--- config.mk ---
export PLATFORM = sky130hd
export DESIGN_NAME = ae350_reset_sequencer
export DESIGN_NICKNAME = d
export VERILOG_FILES = /design/src/rtl/ae350_rst_pkg.sv /design/src/rtl/ae350_bit_sync.sv /design/src/rtl/ae350_reset_sequencer.sv
export SDC_FILE = /design/constraint.sdc
export NUM_CORES = 1
export LEC_CHECK = 0
export ABC_AREA = 1
export ABC_CLOCK_PERIOD_IN_PS = 1930
export CORE_ASPECT_RATIO = 0.5
export CORE_MARGIN = 3
export CORE_UTILIZATION = 55
export CTS_BUF_LIST = sky130_fd_sc_hd__clkbuf_8
export DETAILED_ROUTE_END_ITERATION = 6
export PLACE_DENSITY = 0.81
export SETUP_SLACK_MARGIN = 0.05
export SYNTH_ARGS = -nofsm -noshare
export SYNTH_HDL_FRONTEND = slang
export SYNTH_HIERARCHICAL = 1
export SYNTH_SLANG_ARGS = --single-unit
--- constraint.sdc ---
create_clock -name clk -period 1.93 [get_ports clk]
set_input_delay 0.386 -clock clk [delete_from_list [all_inputs] [get_ports clk]]
set_output_delay 0.386 -clock clk [all_outputs]
set_load 0.1 [all_outputs]
--- src/rtl/ae350_rst_pkg.sv ---
// Shared types and helpers for the AE350 reset sequencer: state encodings,
// counter width and the registered reset-output bundle.
package ae350_rst_pkg;

    typedef enum logic [2:0] {
        ST_RESET     = 3'd0,
        ST_WAIT_LOCK = 3'd1,
        ST_DDR_RST   = 3'd2,
        ST_DDR_INIT  = 3'd3,
        ST_POR_HOLD  = 3'd4,
        ST_HW_HOLD   = 3'd5,
        ST_RUN       = 3'd6,
        ST_FAIL      = 3'd7
    } seq_state_e;

    localparam int unsigned CNT_W = 32;

    typedef struct packed {
        logic ddr3_rstn;
        logic por_rstn;
        logic hw_rstn;
        logic init_fail;
    } rst_out_t;

    // Done in 64 bits so MAX_RETRY = 2^32-1 does not wrap to zero.
    function automatic int unsigned retry_width(input longint unsigned max_retry);
        return $clog2(max_retry + 64'd1);
    endfunction

    function automatic rst_out_t decode_outputs(input seq_state_e st);
        rst_out_t o;
        o = 4'b0000;
        case (st)
            ST_DDR_INIT, ST_POR_HOLD: o.ddr3_rstn = 1'b1;
            ST_HW_HOLD: begin
                o.ddr3_rstn = 1'b1;
                o.por_rstn  = 1'b1;
            end
            ST_RUN: begin
                o.ddr3_rstn = 1'b1;
                o.por_rstn  = 1'b1;
                o.hw_rstn   = 1'b1;
            end
            ST_FAIL: o.init_fail = 1'b1;
            default: o = 4'b0000;
        endcase
        return o;
    endfunction

endpackage

--- src/rtl/ae350_bit_sync.sv ---
// Multi-flop synchronizer for one asynchronous level input; the chain
// resets to RST_VAL so the consumer sees a defined level during reset.
module ae350_bit_sync #(
    parameter int unsigned SYNC_STAGES = 32'd2,
    parameter logic        RST_VAL     = 1'b0
) (
    input  logic clk,
    input  logic rstn,
    input  logic d,
    output logic q
);

    localparam int unsigned STAGES = (SYNC_STAGES < 32'd2) ? 32'd2 : SYNC_STAGES;

    logic [STAGES-1:0] sync_r;

    // shift the raw input through the flop chain
    always_ff @(posedge clk or negedge rstn) begin
        if (!rstn) begin
            sync_r <= {STAGES{RST_VAL}};
        end else begin
            sync_r <= {sync_r[STAGES-2:0], d};
        end
    end

    assign q = sync_r[STAGES-1];

endmodule

--- src/rtl/ae350_reset_sequencer.sv ---
// AE350 reset sequencer: PLL lock, DDR3 controller reset and init, then POR and
// HW release; DDR3 init timeouts are retried a bounded number of times.
module ae350_reset_sequencer
    import ae350_rst_pkg::*;
#(
    parameter int unsigned LOCK_STABLE    = 32'd1024,
    parameter int unsigned DDR_RST_CYCLES = 32'd10000,
    parameter int unsigned INIT_TIMEOUT   = 32'd25000000,
    parameter int unsigned MAX_RETRY      = 32'd3,
    parameter int unsigned POR_DELAY      = 32'd256,
    parameter int unsigned HW_DELAY       = 32'd256,
    parameter int unsigned SYNC_STAGES    = 32'd2
) (
    input  logic       clk,
    input  logic       rstn,
    input  logic       key_rstn,
    input  logic       pll_lock,
    input  logic       ddr3_init_done,
    output logic       ddr3_rstn,
    output logic       por_rstn,
    output logic       hw_rstn,
    output logic       init_fail,
    output logic [2:0] seq_state
);

    localparam int unsigned      RETRY_W      = retry_width(64'(MAX_RETRY));
    localparam logic [CNT_W-1:0] LOCK_LAST    = CNT_W'(LOCK_STABLE - 32'd1);
    localparam logic [CNT_W-1:0] DDR_RST_LAST = CNT_W'(DDR_RST_CYCLES - 32'd1);
    localparam logic [CNT_W-1:0] INIT_LAST    = CNT_W'(INIT_TIMEOUT - 32'd1);
    localparam logic [CNT_W-1:0] POR_LAST     = CNT_W'(POR_DELAY - 32'd1);
    localparam logic [CNT_W-1:0] HW_LAST      = CNT_W'(HW_DELAY - 32'd1);

    logic               key_s;
    logic               lock_s;
    logic               init_s;
    seq_state_e         state_r;
    seq_state_e         state_nxt_s;
    logic [CNT_W-1:0]   cnt_r;
    logic [CNT_W-1:0]   cnt_nxt_s;
    logic [CNT_W-1:0]   lock_cnt_r;
    logic [CNT_W-1:0]   lock_cnt_nxt_s;
    logic [RETRY_W-1:0] retry_r;
    logic [RETRY_W-1:0] retry_nxt_s;
    logic               retry_hit_s;
    logic               timed_s;
    rst_out_t           out_r;

    ae350_bit_sync #(.SYNC_STAGES(SYNC_STAGES), .RST_VAL(1'b1)) u_key_sync (
        .clk(clk), .rstn(rstn), .d(key_rstn), .q(key_s));
    ae350_bit_sync #(.SYNC_STAGES(SYNC_STAGES), .RST_VAL(1'b0)) u_lock_sync (
        .clk(clk), .rstn(rstn), .d(pll_lock), .q(lock_s));
    ae350_bit_sync #(.SYNC_STAGES(SYNC_STAGES), .RST_VAL(1'b0)) u_init_sync (
        .clk(clk), .rstn(rstn), .d(ddr3_init_done), .q(init_s));

    assign retry_hit_s = (CNT_W'(retry_r) + 32'd1) == MAX_RETRY;
    assign timed_s     = state_r inside {ST_DDR_RST, ST_DDR_INIT, ST_POR_HOLD, ST_HW_HOLD};

    // next state, lock counter and retry decisions; key beats lock loss beats local rules
    always_comb begin
        state_nxt_s    = state_r;
        lock_cnt_nxt_s = {CNT_W{1'b0}};
        retry_nxt_s    = retry_r;
        if (state_r != ST_RESET && !key_s) begin
            state_nxt_s = ST_WAIT_LOCK;
            retry_nxt_s = {RETRY_W{1'b0}};
        end else if (!lock_s && (timed_s || state_r == ST_RUN)) begin
            state_nxt_s = ST_WAIT_LOCK;
        end else begin
            case (state_r)
                ST_RESET: state_nxt_s = ST_WAIT_LOCK;
                ST_WAIT_LOCK: begin
                    if (lock_s && lock_cnt_r == LOCK_LAST) begin
                        state_nxt_s = ST_DDR_RST;
                    end else if (lock_s) begin
                        lock_cnt_nxt_s = lock_cnt_r + 32'd1;
                    end else begin
                        lock_cnt_nxt_s = {CNT_W{1'b0}};
                    end
                end
                ST_DDR_RST: state_nxt_s = (cnt_r == DDR_RST_LAST) ? ST_DDR_INIT : ST_DDR_RST;
                ST_DDR_INIT: begin
                    if (init_s) begin
                        state_nxt_s = ST_POR_HOLD;
                    end else if (cnt_r == INIT_LAST) begin
                        retry_nxt_s = retry_r + RETRY_W'(1'b1);
                        state_nxt_s = retry_hit_s ? ST_FAIL : ST_DDR_RST;
                    end else begin
                        state_nxt_s = ST_DDR_INIT;
                    end
                end
                ST_POR_HOLD: state_nxt_s = (cnt_r == POR_LAST) ? ST_HW_HOLD : ST_POR_HOLD;
                ST_HW_HOLD:  state_nxt_s = (cnt_r == HW_LAST) ? ST_RUN : ST_HW_HOLD;
                ST_RUN:      state_nxt_s = init_s ? ST_RUN : ST_DDR_RST;
                ST_FAIL:     state_nxt_s = ST_FAIL;
                default:     state_nxt_s = ST_RESET;
            endcase
        end
        if (timed_s && state_nxt_s == state_r) begin
            cnt_nxt_s = cnt_r + 32'd1;
        end else begin
            cnt_nxt_s = {CNT_W{1'b0}};
        end
    end

    // state, counters and Moore outputs decoded from the state being entered
    always_ff @(posedge clk or negedge rstn) begin
        if (!rstn) begin
            state_r    <= ST_RESET;
            cnt_r      <= {CNT_W{1'b0}};
            lock_cnt_r <= {CNT_W{1'b0}};
            retry_r    <= {RETRY_W{1'b0}};
            out_r      <= 4'b0000;
        end else begin
            state_r    <= state_nxt_s;
            cnt_r      <= cnt_nxt_s;
            lock_cnt_r <= lock_cnt_nxt_s;
            retry_r    <= retry_nxt_s;
            out_r      <= decode_outputs(state_nxt_s);
        end
    end

    assign ddr3_rstn = out_r.ddr3_rstn;
    assign por_rstn  = out_r.por_rstn;
    assign hw_rstn   = out_r.hw_rstn;
    assign init_fail = out_r.init_fail;
    assign seq_state = state_r;

endmodule
## Word level (Yosys, flattened, before mapping)

Cells that the tools add are included.

- Add/sub/neg operators: 4
- Equality and inequality tests: 20
- Muxes and demuxes: 26
- Reduce and logical (&&, ||, !) cells: 15

Operators by type and width:

| operator | number |
|---|---|
| $mux W32 | 6 |
| $add A32 B1 Y32 const B | 2 |
| $eq A32 B10 Y1 const B | 1 |
| $eq A32 B14 Y1 const B | 1 |
| $eq A32 B25 Y1 const B | 1 |
| $eq A32 B8 Y1 const B | 1 |
| $eq A3 B3 Y1 const B | 8 |
| $pmux W3 S8 | 1 |
| $mux W3 | 7 |
| $eq A3 B2 Y1 const B | 4 |
| $mux W2 | 6 |
| $mux W1 | 6 |
| $logic_and A1 B1 Y1 | 4 |
| $ne A2 B2 Y1 const B | 2 |
| $reduce_and A4 Y1 | 1 |
| $reduce_bool A2 Y1 | 2 |
| $reduce_bool A4 Y1 | 1 |
| $reduce_or A4 Y1 | 1 |
| $add A2 B1 Y3 const B | 1 |
| $eq A3 B1 Y1 const B | 1 |
| $eq A3 B3 Y1 | 1 |
| $logic_not A3 Y1 | 1 |
| $reduce_bool A3 Y1 | 1 |
| $add A2 B1 Y2 const B | 1 |
| other kinds (3) | 4 |

- Flip-flop bits (word level): 79
- Input port bits: 5
- Output and inout port bits: 7

## Logic depth before layout (Yosys ltp)

- Word-level depth: 11
- Mapped depth: 14

## Hierarchy

Netlist, hierarchy kept.

By module, submodules not included:

| module | times used | cells an instance | area each (µm²) | seq. area each (µm²) |
|---|---|---|---|---|
| ae350_reset_sequencer | 1 | 590 | 4554.4 | 1826.8 |
| ae350_bit_sync (u_init_sync ...) | 2 | 2 | 50.0 | 50.0 |
| ae350_bit_sync (u_key_sync) | 1 | 2 | 52.6 | 52.6 |

## Worst setup path after synthesis

Ideal clock, no wire load.

- Path type: register to register
- Start point: reg state_r[1], in the netlist seq_state[1]
- End point: reg cnt_r[5]
- Setup time: 0.126 ns
- Data arrival time: 2.471 ns
- Required time: 1.804 ns
- Slack: -0.667 ns
- Cell stages (with the launch flop): 13
- Buffers on the path: 1
- Clock period less this slack: 2.597 ns
- Cell sequence: dfrtp_1 -> inv_2 -> ha_1 -> nand2_1 -> nand2_1 -> nand3_2 -> nor2_1 -> nand2_1 -> nor2_4 -> nand3_1 -> nand3_4 -> buf_6 -> nor3_2

- Cells in the longest elaborated chain, start to end: 9

Ends and longest elaborated chain:

| what | RTL line | text |
|---|---|---|
| start: declaration | ae350_reset_sequencer.sv:36 | `seq_state_e state_r;` |
| start signal: assignment | ae350_reset_sequencer.sv:114 | `state_r <= state_nxt_s;` |
| $eq A3 B2 Y1 / $eq A3 B3 Y1 (equally long branches) | ae350_reset_sequencer.sv:56, ae350_reset_sequencer.sv:69 |  |
| $reduce_bool A4 Y1 | ae350_reset_sequencer.sv:56 | `assign timed_s = state_r inside {ST_DDR_RST, ST_DDR_INIT, ST_POR_HOLD, ST_HW_HOLD};` |
| $logic_or A1 B1 Y1 | ae350_reset_sequencer.sv:66 | `end else if (!lock_s && (timed_s \|\| state_r == ST_RUN)) begin` |
| $logic_and A1 B1 Y1 | ae350_reset_sequencer.sv:66 |  |
| $mux W3 | ae350_reset_sequencer.sv:66 |  |
| $mux W3 | ae350_reset_sequencer.sv:63 | `if (state_r != ST_RESET && !key_s) begin` |
| $eq A3 B3 Y1 | ae350_reset_sequencer.sv:98 | `if (timed_s && state_nxt_s == state_r) begin` |
| $logic_and A1 B1 Y1 * | ae350_reset_sequencer.sv:98 |  |
| $mux W32 * | ae350_reset_sequencer.sv:98 |  |
| named net cnt_nxt_s[5] | ae350_reset_sequencer.sv:39 | `logic [CNT_W-1:0] cnt_nxt_s;` |
| end signal: assignment | ae350_reset_sequencer.sv:109 | `cnt_r <= {CNT_W{1'b0}};` |
| end signal: assignment | ae350_reset_sequencer.sv:115 | `cnt_r <= cnt_nxt_s;` |
| end: declaration | ae350_reset_sequencer.sv:38 | `logic [CNT_W-1:0] cnt_r;` |

The timed path passes the listed nets; every way through them passes the cells marked *.
A chain may end at the register's enable or synchronous reset.

## Final worst setup path

- Start point: reg state_r[2], in the netlist seq_state[2]
- End point: reg cnt_r[26]

- Cells in the longest elaborated chain, start to end: 9

Ends and longest elaborated chain:

| what | RTL line | text |
|---|---|---|
| $eq A3 B2 Y1 / $eq A3 B3 Y1 (equally long branches) | ae350_reset_sequencer.sv:56, ae350_reset_sequencer.sv:69 |  |
| $reduce_bool A4 Y1 | ae350_reset_sequencer.sv:56 |  |
| $logic_or A1 B1 Y1 | ae350_reset_sequencer.sv:66 |  |
| $logic_and A1 B1 Y1 | ae350_reset_sequencer.sv:66 |  |
| $mux W3 | ae350_reset_sequencer.sv:66 |  |
| $mux W3 * | ae350_reset_sequencer.sv:63 |  |
| named net state_nxt_s[0] | ae350_reset_sequencer.sv:37 | `seq_state_e state_nxt_s;` |
| $eq A3 B3 Y1 * | ae350_reset_sequencer.sv:98 |  |
| $logic_and A1 B1 Y1 * | ae350_reset_sequencer.sv:98 |  |
| $mux W32 * | ae350_reset_sequencer.sv:98 |  |
| named net cnt_nxt_s[26] | ae350_reset_sequencer.sv:39 |  |

Marked as above.

==> impl_table.tex <==
\begin{tabular}{lr}
\hline
Metric & Value \\
\hline
\multicolumn{2}{l}{\textbf{Power and ir drop}} \\
\quad Total power after layout & approximately 0.003 W \\
\quad Peak VDD IR & roughly 0.00033 V \\
\quad Static leakage power & about 2.6 nW \\
\quad Pwr dens & 498 nW/um2 \\
\multicolumn{2}{l}{\textbf{Timing}} \\
\quad Setup repair after global routing missed its margin & yes \\
\quad Least-Margin Pin Slew & about 510 ps \\
\quad Number of slew-limit violations in the final report & 0 \\
\quad Total of endpoints with negative setup slack in the final report & 32 \\
\quad Setup Skew & 10.8 ps \\
\quad Final cycle utilization of the critical path & 106\% \\
\quad Slew Limit Headroom & 65.7\% \\
\quad Post-route setup slack & -116 ps \\
\quad Worst Hold Slack & 362 ps \\
\quad Time the worst path needs with I/O delays and setup & approximately 2000 ps \\
\quad Highest achievable clock rate & about 500 MHz \\
\quad Hold Vio Cnt, Final & 0 \\
\multicolumn{2}{l}{\textbf{Outcome}} \\
\quad Violated checks & negative setup slack \\
\quad Outcome & finished, violations left \\
\multicolumn{2}{l}{\textbf{Critical path}} \\
\quad Cell-by-cell trace of the critical path & ha\_4 > nand2\_2 > nand2\_2 > nand3\_2 > nor2\_1 > nand2\_1 > nor2\_4 > nand2\_2 > nand2\_2 > nand3\_4 > buf\_12 > nor3\_2 \\
\quad Crit-path leading delay family & simple AND/OR/NAND/NOR gates \\
\quad Worst setup startpoint & seq\_state[2] \\
\quad Maximum single-stage delay on the critical path & $\sim$540 ps \\
\quad CP most frequent cell & nand2\_2 \\
\quad Top fanout value on the critical path & 14 \\
\quad WS Path Type & register to register \\
\quad Endpoint type of the worst setup path & register \\
\quad Cell depth of the worst setup path & 12 \\
\quad Buffers plus inverters on the worst setup path & 1 \\
\quad Data required, critical path & between 2000 and 2500 ps \\
\quad FF-to-FF End & cnt\_r[26] \\
\quad Reg2Reg Depth & 12 \\
\quad Crit start category & register \\
\quad Data arrival, critical path & 2330 ps \\
\quad Reg-to-Reg Start & seq\_state[2] \\
\quad Slowest cell on crit path & dfrtp\_4 \\
\quad Worst setup endpoint & cnt\_r[26] \\
\quad Worst setup slack for register-to-register paths & -120 ps \\
\multicolumn{2}{l}{\textbf{Global route}} \\
\quad All-Layer GR Usage & between 20 and 25\% \\
\quad Met3 GRT Util & 4.84\% \\
\quad Maximum number of pins on one net before global-route repair & 40 \\
\quad Grt total ovfl & 0 \\
\quad Global-route wire length before repair & between 15000 and 20000 um \\
\quad Most used routing layer in global routing & met2 \\
\quad Met1 demand-to-capacity share in global routing & roughly 34\% \\
\quad GR Layer Usage met2 & between 40 and 50\% \\
\quad Vias in the first global route & a little over 4000 \\
\quad Number of antenna violations at the first check in global routing & 0 \\
\multicolumn{2}{l}{\textbf{Synth}} \\
\quad Number of enable-type register cells in the synthesized netlist & 0 \\
\quad Most common cell in the netlist & nand2\_1 \\
\quad Net count after synthesis & 607 \\
\quad Number of instances in the synthesized netlist & roughly 600 \\
\quad Sequential element share of the synthesized area & between 40\% and 50\% \\
\quad Library cells used by synthesis & 36 \\
\quad Flip-flop and latch count after synthesis & 79 \\
\quad Fraction of post-synthesis cell area in the top cell type by area & between 40\% and 50\% \\
\quad Summed instance area of the synthesized netlist & 4710 um2 \\
\quad Commonest cells in the netlist & nand2\_1 (117), nor2\_1 (95), dfrtp\_1 (77) \\
\quad Post-Synthesis Mean Instance Area & around 7.9 um2 \\
\quad Count of warnings emitted by yosys & 6 \\
\quad Post-synthesis cell type with the largest combined area & dfrtp\_1 \\
\quad Share of flip-flops with an asynchronous set or reset & between 90\% and 100\% \\
\quad Leading register cell type out of synthesis & dfrtp\_1 \\
\quad Ranking of synthesized cells by area & dfrtp\_1 (41\%), nand2\_1 (9.3\%), xor2\_1 (7.6\%) \\
\multicolumn{2}{l}{\textbf{Clock tree}} \\
\quad Clock latency of the later-clocked register in the worst-skew pair & 370 ps \\
\quad TritonCTS clock tree & yes \\
\quad CTS sink cnt & a little under 80 \\
\quad Number of buffers created by CTS & 9 \\
\quad Deepest clock path buffer count & 2 \\
\quad Count of H-tree levels built during CTS & 3 \\
\quad Clock Tree Root & clkbuf\_8 \\
\quad Clk pin slew, worst setup/hold paths & around 90 ps \\
\multicolumn{2}{l}{\textbf{Floorplanning}} \\
\quad Ports & 12 \\
\quad Std-Cell Rows & 23 \\
\quad Horizontal extent of the die & between 100 and 150 um \\
\quad Initial Util & about 58\% \\
\quad Core area & just over 8000 um2 \\
\quad Die Footprint & about 9800 um2 \\
\quad DIE HEIGHT & between 70 and 80 um \\
\multicolumn{2}{l}{\textbf{Min path}} \\
\quad Worst min-delay path category & register to register \\
\multicolumn{2}{l}{\textbf{Job}} \\
\quad Maximum Capacitance Violations & 0 \\
\multicolumn{2}{l}{\textbf{Placement}} \\
\quad Final GP Congestion & 0.946 \\
\quad Area of placed instances & roughly 5500 um2 \\
\quad Estimated wirelength of the detail-placed design & around 8200 um \\
\quad Pre-CTS WS & -82.8 ps \\
\quad Quantity of I/O buffers inserted on ports & 11 \\
\multicolumn{2}{l}{\textbf{Route}} \\
\quad First DRT Iteration DRCs & approximately 400 \\
\quad Number of vias in the routed layout & around 4300 \\
\quad Wire length reported by the detailed router & 12000 um \\
\quad Router iterations before antenna repair & 7 \\
\quad DRC violation count after routing & 0 \\
\quad Vias per std cell & around 5.4 \\
\quad Remaining antenna violation count & 0 \\
\quad Average wire per cell in the routed design & between 10 and 15 um \\
\multicolumn{2}{l}{\textbf{Final layout}} \\
\quad Number of antenna repair diodes & 0 \\
\quad Fraction of final layout cells with drive strength greater than 1 & 31.3\% \\
\quad Area Overhead vs Synth & 26.9\% \\
\quad Final cell area excluding filler cells & 5970 um2 \\
\quad Total Nets Final & between 600 and 700 \\
\hline
\end{tabular}
==> logic make-up (layout without fill, tap and decap cells) <==
kind of cell | count (synthesis) | after routing | synth area share (%)
xor+xnor | 44 | 44 | 8.19
buf+inv | 88 | 185 | 7.66
simple gates | 357 | 357 | 37.8
flops | 79 | 79 | 42.1
compound gates | 22 | 22 | 2.71
fa+ha+maj | 6 | 6 | 1.59
==> through the flow <==
stage	TNS [ps]	std cells	utilization (%)
final	-2010	805	73.4
after global routing	-7260	805	73.4
after CTS	-920	793	70.4
after detailed placement	-1330	773	67.1
after global placement	-343	773	67.1
after floorplan	-3960	596	-
==> where the power goes <==
group	leakage (nW)	switching (W)	internal [W]	total, W
logic	1.42	0.0000572	0.0000270	0.0000841
registers	1.08	0.00000439	0.00166	0.00167
clock network	0.0924	0.000638	0.000588	0.00123
total	2.59	0.000700	0.00228	0.00298
==> what timing repair did <==
item	CTS	global route
resized for setup	12	37
pin swaps	0	8
hold buffers	1	0
hold endpoints to repair	19	0
cloned	0	2
setup endpoints to repair	36	52
setup buffers	3	10
==> worst min path at each step <==
| stage | from | end | slack, ps | cells past startpoint |
|---|---|---|---|---|
| after floorplan | rstn | cnt_r[0] | 90 | 0 |
| after global placement | rstn | lock_cnt_r[9] | 290 | 1 |
| after detailed placement | rstn | lock_cnt_r[6] | 300 | 1 |
| after CTS | u_key_sync/sync_r[0] | u_key_sync/sync_r[1] | 360 | 0 |
| after global routing | u_key_sync/sync_r[0] | u_key_sync/sync_r[1] | 370 | 0 |
| final | u_key_sync/sync_r[0] | u_key_sync/sync_r[1] | 360 | 0 |
==> layout by cell type (no fill, tap or decap), drive strengths merged, types with 2 or more instances in the layout <==
| cell | instances |
|---|---|
| xor2 | 41 |
| buf | 86 |
| nor3b | 3 |
| or2 | 3 |
| nor3 | 67 |
| inv | 79 |
| nand2 | 123 |
| dfrtp | 77 |
| xnor2 | 3 |
| nor2 | 103 |
| nand4 | 16 |
| nor4 | 5 |
| clkbuf | 10 |
| clkinv | 2 |
| nand3 | 35 |
| ha | 6 |
| clkinvlp | 3 |
| o21ai | 10 |
| a21oi | 9 |
| dfstp | 2 |
| clkdlybuf4s50 | 3 |
==> state kept, by name, summed over array words and instances (netlist names) <==
| name | count |
|---|---|
| u_key_sync/sync_r | 2 |
| lock_cnt_r | 32 |
| retry_r | 2 |
| u_init_sync/sync_r | 2 |
| init_fail | 1 |
| u_lock_sync/sync_r | 2 |
| ddr3_rstn | 1 |
| hw_rstn | 1 |
| seq_state | 3 |
| por_rstn | 1 |
| cnt_r | 32 |
==> routing by layer <==
layer / share of wire, % / wire, um / vias up
met5: 0 / 0 / -
met4: 2.3 / 272 / 0
met3: 5.6 / 675 / 32
met2: 47 / 5680 / 143
met1: 45 / 5350 / 2076
li1: - / - / 2086
==> final cells by class <==
class / instances / area (um2)
Fill cell: 563 / 2170
Timing Repair Buffer: 91 / 802
Multi-Input combinational cell: 429 / 2560
Sequential cell: 79 / 1990
Tap cell: 112 / 140
Inverter: 78 / 298
Clock inverter: 7 / 66.3
Clock buffer: 9 / 124
Note: power is estimated with default switching activity, not from simulation.
